`config.mk`:
```
export PLATFORM = sky130hd
export DESIGN_NAME = painterengine_gpu_dma_reader
export DESIGN_NICKNAME = d
export VERILOG_FILES = /design/src/rtl/painterengine_gpu_dma_reader.sv
export SDC_FILE = /design/constraint.sdc
export NUM_CORES = 1
export LEC_CHECK = 0
export ABC_CLOCK_PERIOD_IN_PS = 15200
export CAP_MARGIN = 20
export CORE_AREA = 4 4 190 192
export CTS_CLUSTER_SIZE = 8
export DETAILED_ROUTE_END_ITERATION = 16
export DIE_AREA = 0 0 194 196
export PLACE_DENSITY = 0.79
export SYNTH_ARGS = -nofsm -noshare
export SYNTH_HDL_FRONTEND = slang
export SYNTH_SLANG_ARGS = --single-unit
```
`constraint.sdc`:
```
create_clock -name i_wire_clock -period 15.2 [get_ports i_wire_clock]
set_input_delay 3.04 -clock i_wire_clock [delete_from_list [all_inputs] [get_ports i_wire_clock]]
set_output_delay 3.04 -clock i_wire_clock [all_outputs]
set_load 0.01 [all_outputs]
```
`src/rtl/painterengine_gpu_dma_reader.sv`:
```
// AXI4 read master: fetches one routed channel's word buffer in 1KB-bounded INCR bursts.
// Latency: one CALC cycle per burst, then zero-latency R pass-through; consumer next stalls RREADY directly.
module painterengine_gpu_dma_reader #(
    parameter int PARAM_DATA_ALIGN = 32,
    parameter int PARAM_TIMEOUT    = 256
) (
    input  logic           i_wire_clock,
    input  logic           i_wire_resetn,
    input  logic [3:0]     i_wire_router,
    output logic           o_wire_done,
    input  logic [127:0]   i_wire_address,
    input  logic [127:0]   i_wire_length,
    output logic [127:0]   o_wire_data,
    output logic [3:0]     o_wire_data_valid,
    input  logic [3:0]     i_wire_data_next,
    output logic           o_wire_error,
    output logic [2:0]     o_wire_error_type,
    output logic           o_wire_M_AXI_ARID,
    output logic [31:0]    o_wire_M_AXI_ARADDR,
    output logic [7:0]     o_wire_M_AXI_ARLEN,
    output logic [2:0]     o_wire_M_AXI_ARSIZE,
    output logic [1:0]     o_wire_M_AXI_ARBURST,
    output logic           o_wire_M_AXI_ARLOCK,
    output logic [3:0]     o_wire_M_AXI_ARCACHE,
    output logic [2:0]     o_wire_M_AXI_ARPROT,
    output logic [3:0]     o_wire_M_AXI_ARQOS,
    output logic           o_wire_M_AXI_ARVALID,
    input  logic           i_wire_M_AXI_ARREADY,
    input  logic           i_wire_M_AXI_RID,
    input  logic [31:0]    i_wire_M_AXI_RDATA,
    input  logic [1:0]     i_wire_M_AXI_RRESP,
    input  logic           i_wire_M_AXI_RLAST,
    input  logic           i_wire_M_AXI_RVALID,
    output logic           o_wire_M_AXI_RREADY
);

    localparam int          BYTE_SHIFT = $clog2(PARAM_DATA_ALIGN / 8);
    localparam logic [15:0] TMO_LAST   = 16'(PARAM_TIMEOUT - 1);

    typedef enum logic [2:0] {
        S_ROUTING,
        S_PARAM_CHECK,
        S_CALC,
        S_ADDR,
        S_DATA,
        S_DONE,
        S_ERROR
    } state_t;

    state_t       state_q, state_d;
    logic [2:0]   err_type_d;
    logic [1:0]   idx_q;
    logic [31:0]  addr_q, len_q, offset_q;
    logic [8:0]   blen_q, beat_q;
    logic [15:0]  tmo_q;

    logic         route_ok;
    logic [1:0]   route_idx;
    logic [7:0]   word_pos;
    logic [8:0]   room, blen_calc;
    logic [31:0]  rem, offset_next;
    logic         ar_hs, r_hs, last_beat, tmo_hit;
    logic         unused_rid;

    assign unused_rid = i_wire_M_AXI_RID;

    assign o_wire_M_AXI_ARID    = 1'b0;
    assign o_wire_M_AXI_ARSIZE  = 3'b010;
    assign o_wire_M_AXI_ARBURST = 2'b01;
    assign o_wire_M_AXI_ARLOCK  = 1'b0;
    assign o_wire_M_AXI_ARCACHE = 4'b0010;
    assign o_wire_M_AXI_ARPROT  = 3'b000;
    assign o_wire_M_AXI_ARQOS   = 4'b0000;

    always_comb begin
        route_ok  = 1'b1;
        route_idx = 2'd0;
        case (i_wire_router)
            4'b0001: route_idx = 2'd0;
            4'b0010: route_idx = 2'd1;
            4'b0100: route_idx = 2'd2;
            4'b1000: route_idx = 2'd3;
            default: route_ok  = 1'b0;
        endcase
    end

    // Word position inside the current 1KB window wraps at 256, so room is always 1..256.
    assign word_pos    = addr_q[9:2] + offset_q[7:0];
    assign room        = 9'd256 - {1'b0, word_pos};
    assign rem         = len_q - offset_q;
    assign blen_calc   = (rem < {23'd0, room}) ? rem[8:0] : room;
    assign offset_next = offset_q + {23'd0, blen_q};

    assign ar_hs     = o_wire_M_AXI_ARVALID && i_wire_M_AXI_ARREADY;
    assign r_hs      = i_wire_M_AXI_RVALID && o_wire_M_AXI_RREADY;
    assign last_beat = (beat_q == blen_q - 9'd1);
    assign tmo_hit   = (tmo_q == TMO_LAST);

    always_comb begin
        o_wire_M_AXI_RREADY = 1'b0;
        o_wire_data_valid   = 4'b0000;
        o_wire_data         = '0;
        if (state_q == S_DATA) begin
            o_wire_M_AXI_RREADY                 = i_wire_data_next[idx_q];
            o_wire_data_valid[idx_q]            = i_wire_M_AXI_RVALID;
            o_wire_data[{idx_q, 5'b0} +: 32]    = i_wire_M_AXI_RDATA;
        end
    end

    always_comb begin
        state_d    = state_q;
        err_type_d = 3'd0;
        case (state_q)
            S_ROUTING: begin
                if (i_wire_router != 4'b0000) begin
                    if (route_ok) begin
                        state_d = S_PARAM_CHECK;
                    end else begin
                        state_d    = S_ERROR;
                        err_type_d = 3'd1;
                    end
                end
            end
            S_PARAM_CHECK: begin
                if (addr_q[1:0] != 2'b00) begin
                    state_d    = S_ERROR;
                    err_type_d = 3'd2;
                end else if (len_q == 32'd0) begin
                    state_d    = S_ERROR;
                    err_type_d = 3'd3;
                end else begin
                    state_d = S_CALC;
                end
            end
            S_CALC: state_d = S_ADDR;
            S_ADDR: begin
                if (ar_hs) begin
                    state_d = S_DATA;
                end else if (tmo_hit) begin
                    state_d    = S_ERROR;
                    err_type_d = 3'd4;
                end
            end
            S_DATA: begin
                if (r_hs) begin
                    if (i_wire_M_AXI_RRESP >= 2'd2) begin
                        state_d    = S_ERROR;
                        err_type_d = 3'd5;
                    end else if (i_wire_M_AXI_RLAST != last_beat) begin
                        state_d    = S_ERROR;
                        err_type_d = 3'd7;
                    end else if (last_beat) begin
                        state_d = (offset_next >= len_q) ? S_DONE : S_CALC;
                    end
                end else if (!i_wire_M_AXI_RVALID && tmo_hit) begin
                    state_d    = S_ERROR;
                    err_type_d = 3'd6;
                end
            end
            default: state_d = state_q;
        endcase
    end

    always_ff @(posedge i_wire_clock or negedge i_wire_resetn) begin
        if (!i_wire_resetn) begin
            state_q              <= S_ROUTING;
            idx_q                <= 2'd0;
            addr_q               <= 32'd0;
            len_q                <= 32'd0;
            offset_q             <= 32'd0;
            blen_q               <= 9'd0;
            beat_q               <= 9'd0;
            tmo_q                <= 16'd0;
            o_wire_M_AXI_ARVALID <= 1'b0;
            o_wire_M_AXI_ARADDR  <= 32'd0;
            o_wire_M_AXI_ARLEN   <= 8'd0;
            o_wire_done          <= 1'b0;
            o_wire_error         <= 1'b0;
            o_wire_error_type    <= 3'd0;
        end else begin
            state_q <= state_d;
            case (state_q)
                S_ROUTING: begin
                    if (state_d == S_PARAM_CHECK) begin
                        idx_q    <= route_idx;
                        addr_q   <= i_wire_address[{route_idx, 5'b0} +: 32];
                        len_q    <= i_wire_length[{route_idx, 5'b0} +: 32];
                        offset_q <= 32'd0;
                    end
                end
                S_CALC: begin
                    o_wire_M_AXI_ARVALID <= 1'b1;
                    o_wire_M_AXI_ARADDR  <= addr_q + (offset_q << BYTE_SHIFT);
                    o_wire_M_AXI_ARLEN   <= 8'(blen_calc - 9'd1);
                    blen_q               <= blen_calc;
                end
                S_ADDR: begin
                    if (state_d != S_ADDR) begin
                        o_wire_M_AXI_ARVALID <= 1'b0;
                        beat_q               <= 9'd0;
                    end
                end
                S_DATA: begin
                    if (r_hs && state_d != S_ERROR) begin
                        beat_q <= beat_q + 9'd1;
                        if (last_beat) begin
                            offset_q <= offset_next;
                        end
                    end
                end
                default: ;
            endcase

            if (state_d == S_DONE) begin
                o_wire_done <= 1'b1;
            end
            if (state_d == S_ERROR && state_q != S_ERROR) begin
                o_wire_error      <= 1'b1;
                o_wire_error_type <= err_type_d;
            end

            // Consumer back-pressure never counts: only a missing RVALID is a stalled slave.
            if (state_d != state_q || ar_hs || r_hs) begin
                tmo_q <= 16'd0;
            end else if (state_q == S_ADDR || (state_q == S_DATA && !i_wire_M_AXI_RVALID)) begin
                tmo_q <= tmo_q + 16'd1;
            end
        end
    end

endmodule

```
==> metrics.yaml <==
synthesis:
  synth_most_common_cell: "sky130_fd_sc_hd__nand2_1"
  synth.lib_cells_used.distinct: 73
  synth_seq_area_share: 0.287
  synth-main-ff-cell: "sky130_fd_sc_hd__dfrtp_1"
  syn_avg_cell_area_um2: 8.85
  yosysTopAreaCellShare: 0.287
  ys_ff_latch: 181
  syn_area_um2: 15800
  yosys-top-cells-area: "sky130_fd_sc_hd__dfrtp_1, sky130_fd_sc_hd__ha_1, sky130_fd_sc_hd__mux4_2"
  synthDominantAreaCellType: "sky130_fd_sc_hd__dfrtp_1"
  synth-edff-count: 0
  post_synthesis_instance_total: 1781
  async_reset_ff_frac: 1.00
  synthTopCellsByCount: "sky130_fd_sc_hd__nand2_1, sky130_fd_sc_hd__dfrtp_1, sky130_fd_sc_hd__and2_1, sky130_fd_sc_hd__o21ai_0, sky130_fd_sc_hd__ha_1"
  synth-warning-count: 0
sta:
  hold_viol: 0
  fin_tns_setup_ns: 0
  max_clk_rate_mhz: 130
  post-route-period-util: 0.506
  slew_viol_final: 0
  setup_viol: 0
  rsz0062_at_grt: "false"
  worst_skew_ns: 0.0132
  post-route-min-period_ns: 7.70
  timing.max_slew.rel_slack: 0.330
  transition_time_at_the_pin_with_the_least_slew_margin_ns: 1.00
  layout_setup_ws_ns: 7.50
grt:
  grt_pass1_wl_mm: 82.9
  antenna_found_initial: 0
  grt_start_max_net_pins: 89
  grt_pass1_vias: 15100
  groute.usage.overall: 0.271
  grt-ovfl-total: 0
clock_tree:
  post_cts_resize_count: 0
  clock_path_buffers: 2
  tritoncts: "done"
  post-cts-setup-buffers: 0
  clk_transition_reported_paths_ns: 0.08
  htreeDepth: 4
  cts.sink_count: 181
  worstSkewPairLatency_ns: 0.45
  cts_root_buf: "sky130_fd_sc_hd__clkbuf_16"
  numCtsBuffers: 17
  holdBufCountCts: 0
status:
  run_status: "finished, final reports clean"
route:
  routed_wirelength_mm: 54.1
  ant_nets: 0
  drc: 0
  num_vias: 15400
  routed_via_density: 5.73
  first_iter_violations: 1195
  post_drt_wl_per_cell_um: 20.2
  dr.pass1.iters: 6
power:
  vdd.ir_drop.worst_mv: 0.0865
  power.leakage_nw: 9.18
  power-per-cell-area_nw_per_um2: 68.5
finish:
  post_layout_nonfiller_instances: 2682
  final_net_count: 2638
  finalInstanceArea_um2: 21500
  layout-area-overhead-vs-synth_pct: 36.3
  post_route_cells_drive_above_1_share: 0.0778
  n_fill_cell: 2902
setup_path:
  crit_chain: "clkdlybuf4s50_1 > mux4_2 > and3_1 > clkdlybuf4s50_1"
  timing.critical_path.slowest_stage_cell: "sky130_fd_sc_hd__mux4_2"
  worstSetupEndpointType: "primary output"
  crit_top_cell: "sky130_fd_sc_hd__clkdlybuf4s50_1"
  worst_r2r_path_depth: 25
  crit_required_ns: 12.16
  reg2reg_to: "o_wire_M_AXI_ARLEN[6]$_DFFE_PN0P_"
  critical_path.max_stage_delay_ns: 0.51
  setup.reg_to_reg.worst_slack_ns: 7.89
  critical_path_class: "in -> out"
  r2r_start: "offset_q[0]$_DFFE_PN0P_"
  critical_path.startpoint_type: "input port"
  crit_arrival_ns: 4.66
  maximum_fanout_encountered_on_the_critical_timing_path: 3
job:
  drv_cap: 0
floorplan:
  design.die.area_um2: 38000
  initial_core_utilization: 0.458
  fp-row-count: 68
  io_pins: 501
  die_w_um: 194
  die-height_um: 196
  core_um2: 34400
place:
  dpl_cell_area_um2: 20900
  placement.io_buffers: 480
  hpwl_mm: 43.4
  pre_cts_ws_ns: 7.52
  dp.cells: 2648
  place.gp.congestion: 0.935
worst_hold_path:
  hp-class: "reg -> reg"
  whs_endpoint: "o_wire_M_AXI_ARADDR[1]$_DFFE_PN0P_"
  min-delay-start: "o_wire_M_AXI_ARADDR[1]$_DFFE_PN0P_"
  timing.hold.worst_path_depth: 2
-- metal layers --
| metal | up-vias | part of all wire | track usage |
|---|---|---|---|
| li1 | 7196 | - | - |
| met1 | 7477 | 0.41 | 0.351 |
| met2 | 601 | 0.50 | 0.466 |
| met3 | 88 | 0.057 | 0.0373 |
| met4 | 0 | 0.030 | 0.0953 |
| met5 | - | 0 | 0 |
-- layout by cell type, fill, tap and decap left out, drive strengths merged, types with 8 or more instances in the layout --
master / instances
a22o: 8
nor2: 92
clkbuf: 17
dfrtp: 181
or2: 12
buf: 14
and3: 19
nand2: 184
a31oi: 14
mux2: 37
xnor2: 83
clkdlybuf4s50: 479
o21ai: 146
nor3: 28
nand2b: 16
xor2: 37
a211oi: 13
and2: 135
nand4: 33
mux4: 65
conb: 18
inv: 119
mux2i: 17
nor4: 26
a21oi: 98
or3: 16
ha: 119
nand3: 36
o21bai: 14
nor2b: 12
o21a: 11
a21o: 36
-- worst max-delay path, delay by kind of cell --
| family | cells | cell delay (ns) |
|---|---|---|
| simple gates | 1 | 0.20 |
| buf+inv | 2 | 0.90 |
| mux | 1 | 0.51 |
-- final cells by class --
class	count	area, µm²	share of cell area
diodes	3	7.51	0.000350
inverters	110	413	0.0192
multi-input cells	1409	10500	0.487
clock buffers	17	425	0.0198
well taps	455	569	0.0265
repair buffers	493	4900	0.228
clock inverters	14	158	0.00734
flip-flops and latches	181	4530	0.211
-- kinds of logic (layout without fill, tap and decap cells) --
logic type / count (synthesis) / in the layout / synth area share
AND/OR/NAND/NOR: 626 / 626 / 0.205
AO/OA/AOI/OAI: 404 / 404 / 0.158
buffers and inverters: 207 / 634 / 0.0540
flip-flops: 181 / 181 / 0.287
adder cells (fa/ha/maj): 122 / 122 / 0.0983
XOR/XNOR: 120 / 120 / 0.0667
multiplexers: 119 / 119 / 0.130
other: 2 / 21 / 0.000477
-- power by group --
group	total (mW)	internal (mW)	switching, mW
combinational	0.491	0.233	0.258
sequential	0.523	0.500	0.0230
clock	0.457	0.234	0.223
total	1.47	0.966	0.504
-- how the worst max path moves through the flow --
stage / startpoint / to / slack (ns) / cells after the start
after CTS: i_wire_data_next[3] / o_wire_M_AXI_RREADY / 7.50 / 4
after global placement: i_wire_data_next[2] / o_wire_M_AXI_RREADY / 7.48 / 4
after detailed placement: i_wire_data_next[3] / o_wire_M_AXI_RREADY / 7.52 / 4
final: i_wire_data_next[3] / o_wire_M_AXI_RREADY / 7.50 / 4
after floorplan: i_wire_data_next[3] / o_wire_M_AXI_RREADY / 8.43 / 2
after global routing: i_wire_data_next[3] / o_wire_M_AXI_RREADY / 7.46 / 4
-- per-stage QoR --
stage	utilization	power [mW]	hold WS, ns
final	0.625	1.47	0.483
after global routing	0.624	1.54	0.495
after CTS	0.624	1.47	0.484
after detailed placement	0.607	1.01	0.466
after global placement	0.607	0.997	0.464
after floorplan	-	0.823	0.480
-- flip-flops by register name, indices dropped and copies added (netlist names) --
name / flops
beat_q: 9
o_wire_done: 1
len_q: 32
o_wire_error: 1
offset_q: 32
o_wire_error_type: 3
addr_q: 32
o_wire_M_AXI_ARADDR: 32
o_wire_M_AXI_ARLEN: 8
tmo_q: 16
blen_q: 9
state_q: 3
idx_q: 2
o_wire_M_AXI_ARVALID: 1
No activity file was read; power rests on OpenSTA's default activity.
